`config.mk`:
```
export PLATFORM = sky130hd
export DESIGN_NAME = mult_unit_seq
export DESIGN_NICKNAME = d
export VERILOG_FILES = /design/src/rtl/mult_unit_seq.sv
export SDC_FILE = /design/constraint.sdc
export NUM_CORES = 1
export LEC_CHECK = 0
export ABC_AREA = 1
export CORE_MARGIN = 2
export CORE_UTILIZATION = 40
export DETAILED_ROUTE_END_ITERATION = 7
export PLACE_DENSITY = 0.58
export SLEW_MARGIN = 20
export SYNTH_ARGS = -nofsm -noshare
export SYNTH_HDL_FRONTEND = slang
export SYNTH_SLANG_ARGS = --single-unit
```
`constraint.sdc`:
```
create_clock -name clk -period 5.6 [get_ports clk]
set_input_delay 1.4 -clock clk [delete_from_list [all_inputs] [get_ports clk]]
set_output_delay 1.4 -clock clk [all_outputs]
set_load 0.005 [all_outputs]
```
`src/rtl/mult_unit_seq.sv`:
```
// mult_unit_seq: multi-cycle signed/unsigned multiplier, radix-2^BITS_PER_CYCLE shift-add
// over operand magnitudes with a final sign fix.
module mult_unit_seq #(
  parameter int WIDTH          = 32,
  parameter int BITS_PER_CYCLE = 1
) (
  input  logic                 clk,
  input  logic                 rst_n,
  input  logic                 start,
  input  logic                 flush,
  input  logic                 unsigned_mode,
  input  logic [WIDTH-1:0]     op1,
  input  logic [WIDTH-1:0]     op2,
  output logic                 ready,
  output logic                 busy,
  output logic                 done,
  output logic [2*WIDTH-1:0]   mult_result
);
  localparam int N  = WIDTH / BITS_PER_CYCLE;
  localparam int CW = $clog2(N + 1);
  localparam logic [1:0] IDLE = 2'd0;
  localparam logic [1:0] CALC = 2'd1;
  localparam logic [1:0] FIX  = 2'd2;
  logic [1:0]           state_q, state_d;
  logic [2*WIDTH-1:0]   mcand_q, mcand_d, acc_q, acc_d, res_q, res_d, partial;
  logic [WIDTH-1:0]     mplier_q, mplier_d, mag1, mag2;
  logic [CW-1:0]        cnt_q, cnt_d;
  logic                 neg_q, neg_d, done_q, done_d;
  always_comb begin
    mag1     = (~unsigned_mode & op1[WIDTH-1]) ? -op1 : op1;
    mag2     = (~unsigned_mode & op2[WIDTH-1]) ? -op2 : op2;
    // multiplicand is pre-shifted each iteration, so the digit product lands at its weight
    partial  = mcand_q * (2*WIDTH)'(mplier_q[BITS_PER_CYCLE-1:0]);
    state_d  = state_q;
    mcand_d  = mcand_q;
    mplier_d = mplier_q;
    acc_d    = acc_q;
    cnt_d    = cnt_q;
    neg_d    = neg_q;
    res_d    = res_q;
    done_d   = 1'b0;
    case (state_q)
      IDLE: if (start && !flush) begin
        state_d  = CALC;
        mcand_d  = {{WIDTH{1'b0}}, mag1};
        mplier_d = mag2;
        neg_d    = ~unsigned_mode & (op1[WIDTH-1] ^ op2[WIDTH-1]);
        acc_d    = '0;
        cnt_d    = '0;
      end
      CALC: if (flush) state_d = IDLE;
      else begin
        acc_d    = acc_q + partial;
        mcand_d  = mcand_q << BITS_PER_CYCLE;
        mplier_d = mplier_q >> BITS_PER_CYCLE;
        cnt_d    = cnt_q + CW'(1);
        state_d  = (cnt_q == CW'(N - 1)) ? FIX : CALC;
      end
      FIX: begin
        state_d = IDLE;
        res_d   = flush ? res_q : (neg_q ? -acc_q : acc_q);
        done_d  = ~flush;
      end
      default: state_d = IDLE;
    endcase
  end
  always_ff @(posedge clk or negedge rst_n) begin
    if (!rst_n) begin
      state_q  <= IDLE;
      mcand_q  <= '0;
      mplier_q <= '0;
      acc_q    <= '0;
      cnt_q    <= '0;
      neg_q    <= 1'b0;
      res_q    <= '0;
      done_q   <= 1'b0;
    end else begin
      state_q  <= state_d;
      mcand_q  <= mcand_d;
      mplier_q <= mplier_d;
      acc_q    <= acc_d;
      cnt_q    <= cnt_d;
      neg_q    <= neg_d;
      res_q    <= res_d;
      done_q   <= done_d;
    end
  end
  assign ready       = (state_q == IDLE);
  assign busy        = ~ready;
  assign done        = done_q;
  assign mult_result = res_q;
endmodule

```
== Word level (Yosys, flattened, before mapping) ==
Cells that the tools add are included.

* Bits in registers: 234
* Input bits: 69
* Output and inout bits: 67
* Logic and storage cells: 53

* Add/sub/neg operators: 5
* Multiply operators: 1
* Equality and inequality tests: 5
* Mux-type cells: 20
* Bitwise operators: 7
* Reduce and logical (&&, ||, !) cells: 7

{| class="wikitable"
|+ Operators with widths
! cell !! count
|-
| 2-to-1 mux 64 bit || 5
|-
| one-hot mux 64 bit (2 select lines) || 2
|-
| 2-to-1 mux 32 bit || 4
|-
| adder 64 bit || 1
|-
| multiplier 64 x 1 -> 64 bit || 1
|-
| negation 32 bit || 2
|-
| negation 64 bit || 1
|-
| one-hot mux 32 bit (2 select lines) || 1
|-
| 2-to-1 mux 6 bit || 2
|-
| one-hot mux 6 bit (2 select lines) || 1
|-
| adder 6 x 1 -> 6 bit (second input constant) || 1
|-
| == test 6 x 5 -> 1 bit (second input constant) || 1
|-
| 2-to-1 mux 2 bit || 3
|-
| one-hot mux 2 bit (2 select lines) || 1
|-
| AND reduction 2 bit || 2
|-
| bitwise AND 1 bit || 3
|-
| inverter 1 bit || 3
|-
| AND reduction 3 bit || 1
|-
| == test 2 x 1 -> 1 bit (second input constant) || 1
|-
| == test 2 bit (second input constant) || 1
|-
| zero test 2 bit || 1
|-
| != test 2 x 1 -> 1 bit (second input constant) || 1
|-
| != test 2 bit (second input constant) || 1
|-
| nonzero test 2 bit || 1
|-
| 4 further kinds || 4
|}

== Logic depth before layout (Yosys ltp) ==
* Depth in word-level cells: 5
* Mapped depth: 20
* Depth with buffers taken out: 18

== Worst setup path after synthesis ==
OpenSTA, ideal clock, no wires.

* Path type: in2reg
* Start point: input op1[0]
* End point: register mcand_q[22]
* Library setup time: 0.116 ns
* Arrival time: 2.553 ns
* Data required time: 5.484 ns
* Setup slack: 2.931 ns
* Stages on the path: 10
* Buffers on the path: 0
* Path through: inv_1 -> ha_1 -> nand4_1 -> nor2_2 -> nand3_1 -> o21ai_1 -> xor2_1 -> nand2_1 -> nand2_1 -> nand2_1

* Word-level cells in the longest chain between the ends: 4

{| class="wikitable"
|+ Ends and longest elaborated chain
! element !! line !! text
|-
| start: declaration || 12 || <nowiki>input logic [WIDTH-1:0] op1,</nowiki>
|-
| negation 32 bit || 30 || <nowiki>mag1 = (~unsigned_mode & op1[WIDTH-1]) ? -op1 : op1;</nowiki>
|-
| 2-to-1 mux 32 bit || 30 ||
|-
| 2-to-1 mux 64 bit || 43 || <nowiki>IDLE: if (start && !flush) begin</nowiki>
|-
| one-hot mux 64 bit (2 select lines) || 42 || <nowiki>case (state_q)</nowiki>
|-
| end signal: assignment || 79 || <nowiki>mcand_q <= mcand_d;</nowiki>
|-
| end: declaration || 25 || <nowiki>logic [2*WIDTH-1:0] mcand_q, mcand_d, acc_q, acc_d, res_q, res_d, partial;</nowiki>
|}

Every way passes these cells. The select of a mux whose other input is x is not followed.
A chain may end at the register's enable or synchronous reset.

== Final worst setup path ==
* Start point: input flush
* End point: register mcand_q[28]

* Word-level cells in the longest chain between the ends: 4
* Elaborated cells on any way between the ends: 5
* Classes of those cells: 2 x eq/ne; 3 x reduce/logical

{| class="wikitable"
|+ Ends and longest elaborated chain
! element !! line !! text
|-
| start: declaration || 10 || <nowiki>input logic flush,</nowiki>
|-
| zero test 1 bit || 43 ||
|-
| logical AND 1 bit || 43 ||
|-
| != test 2 x 1 -> 1 bit (no line) || - ||
|-
| AND reduction 3 bit (no line) * || - ||
|}

Mark *: on every way between the ends. The rest lies on a longest branch, timed or not.

==> results.toml <==
[status]
outcome = "complete, no violations"

[cts]
numClockSinks = 234
cts_tree = "built"
cts-buffers-inserted = 30
post_cts_buffers = 0
cts_hold_buf = 0
htree_levels = 1
clkLatencyLatePin_ns = 0.60
cts_buffer_depth = 3
clk_pin_slew_ns = 0.06
root_buffer = "clkbuf_16"
ctsResizeCount = 0

[sta]
tightest_slew_ns = 1.07
timing.final.max_slew_violations = 0
finalHoldViolations = 0
fin_crit_sh_pct = 63.0
setup_viol = 0
rsz0062_at_grt = "no"
timing.fmax_mhz = 283
skew_ns = 0.0249
tns_ns = 0
relSlewSlack_pct = 28.9
fin_crit_ns = 3.53

[route]
vias_per_cell = 5.10
top_layer = "met5"
wl_met2_um = 30000
drt-total-wl_um = 67300
antenna_left = 0
wl_per_cell_um = 16.8
wl_met1_um = 31900
firstDrtPassIters = 5
drt_iter0_markers = 1519
wl_met3_um = 3790
drc = 0
vias = 20400

[grt]
grt_remaining_overflow = 0
grt_max_degree = 119
grt_usage_pct = 26.4
antenna_found_initial = 1
grt_pass1_wl_um = 105000
grt_pass1_vias = 19300

[pwr]
p_leak_nw = 12.5
p_total_w = 0.00741
vdd_ir_drop_max_mv = 0.269
power_density_nw_per_um2 = 330

[critical_path]
crit_arrival_ns = 3.96
crit_type = "input port to flip-flop"
critPathLaunchType = "input port"
startpoint = "flush"
crit_fanout = 73
crit_required_ns = 6.03
critPathCaptureType = "flip-flop"
rr_startpoint = "mplier_q[0]"

[floorplanning]
core_area_um2 = 48600
initial_core_util_pct = 40.2
die_w_um = 225
ioPinCount = 136
die_h_um = 225
dieArea_um2 = 50700
fp-row-count = 81

[yosys]
yosys_most_used_dff = "dfrtp_1"
ys_types = 53
synth.yosys.seq_area_share_pct = 29.9
netlist_instances = 3264
async_flop_share_pct = 100
ys_ff_latch = 234
syn_area_um2 = 19600
yosys_warnings = 0
synth_enable_flop_cells = 0
postSynthAreaPerCell_um2 = 5.99
syn-num-nets = 3401
yosys-top-cells-area = "dfrtp_1 30%, nand2_1 23%, inv_1 11%"
synth_top_area_share_pct = 29.9
synth_top_cell_by_area = "dfrtp_1"

[layout]
instances_no_fill = 4002
nNetsFinal = 3495
synthToLayoutAreaGrowth_pct = 14.7
drive_gt1_share_pct = 4.17
num-fill-cells = 5226
layout_commonest_cell = "nand2_1"
final_cell_mix = "1,174 x nand2_1, 579 x inv_1, 286 x nor2_1"
antennaDiodeCount = 0

[job]
max-cap-violations = 0

[placement]
dp_cells = 3948
gp_congestion = 1.01
port_buffers = 135
hpwl_um = 53400

[min_path]
hp-start = "mult_result[42]"
hold_class = "flip-flop to flip-flop"
## worst max-delay path, stage by stage
cell and delay, ns:
clkdlybuf4s50_1 0.65, nor3_4 0.13, nor2_4 0.11, buf_4 0.66
buf_4 0.69, nor2_1 0.09, nand2_1 0.09, o21ai_0 0.08
## sequential cells by signal (all words and copies together) (netlist names)
register     flops
acc_q           64
cnt_q            6
done             1
mcand_q         64
mplier_q        32
mult_result     64
neg_q            1
state_q          2
## metrics by stage
stage               utilization [%]  hold slack (ns)  worst slack (ns)  cell area (um^2)
floorplan                         -            0.444              2.93             19600
global placement               44.0            0.463              1.55             21400
detailed placement             44.0            0.464              1.48             21400
CTS                            46.1            0.480              2.09             22400
global route                   46.1            0.502              1.90             22400
finish                         46.1            0.475              2.07             22400
## where the power goes
part,internal (W),leakage [nW],switching (W)
registers,0.00198,3.05,0.000350
clock network,0.00123,0.490,0.000790
logic,0.000988,8.95,0.00208
## final cells by class
cell class | instances | area (um^2) | share of cell area, %
Sequential cell | 234 | 5860 | 26.1
Timing Repair Buffer | 147 | 1460 | 6.50
Multi-Input combinational cell | 2353 | 11100 | 49.5
Inverter | 592 | 2220 | 9.90
Clock buffer | 42 | 847 | 3.77
Tap cell | 622 | 778 | 3.47
Clock inverter | 12 | 171 | 0.764
## synthesized netlist by cell type (3+ instances only)
cell type and count:
xor2_1 34, o21ai_4 3, dfrtp_1 234, a21oi_1 114, nor3_2 5, or2_1 3
buf_1 10, nand2_1 1175, ha_1 67, o21ai_2 3, nand3_2 8, o21ai_1 29
nand2_2 11, clkbuf_1 32, nand3_1 248, and2_1 4, xnor2_1 3, buf_6 3
o31ai_1 6, o21ai_0 164, inv_2 12, o22ai_1 41, buf_2 38, nor2_2 16
nor2_4 5, or2_2 7, a31oi_1 5, o211ai_1 14, nand4_1 43, nor2_1 287
nand3b_1 3, nor3_1 28, inv_1 580, nor3_4 3
## path summary, 6_finish.rpt
path	end	slack [ns]	cells after the start
setup / recovery	mcand_q[28]	2.07	8
hold / removal	mult_result[42]	0.47	2
setup reg to reg	acc_q[48]	2.46	13
hold reg to reg	mult_result[42]	0.47	2
max in group asynchronous	acc_q[18]	3.66	2
min in group asynchronous	done	0.78	1
## routing by layer
layer / track usage (%) / vias up
li1: - / 10400
met1: 36.8 / 9392
met2: 42.8 / 539
met3: 3.85 / 102
met4: 7.18 / 2
met5: 0 / -
## logic make-up (layout without fill, tap and decap cells)
logic type	Yosys count	count (layout)	synth area share [%]
adders and majority gates	68	68	4.39
and+or+nand+nor	1857	1857	39.6
buffers and inverters	677	793	13.4
AOI/OAI and AO/OA	391	391	11.0
xor gates and xnor gates	37	37	1.66
DFF	234	234	29.9
Note: power is estimated with default switching activity, not from simulation.
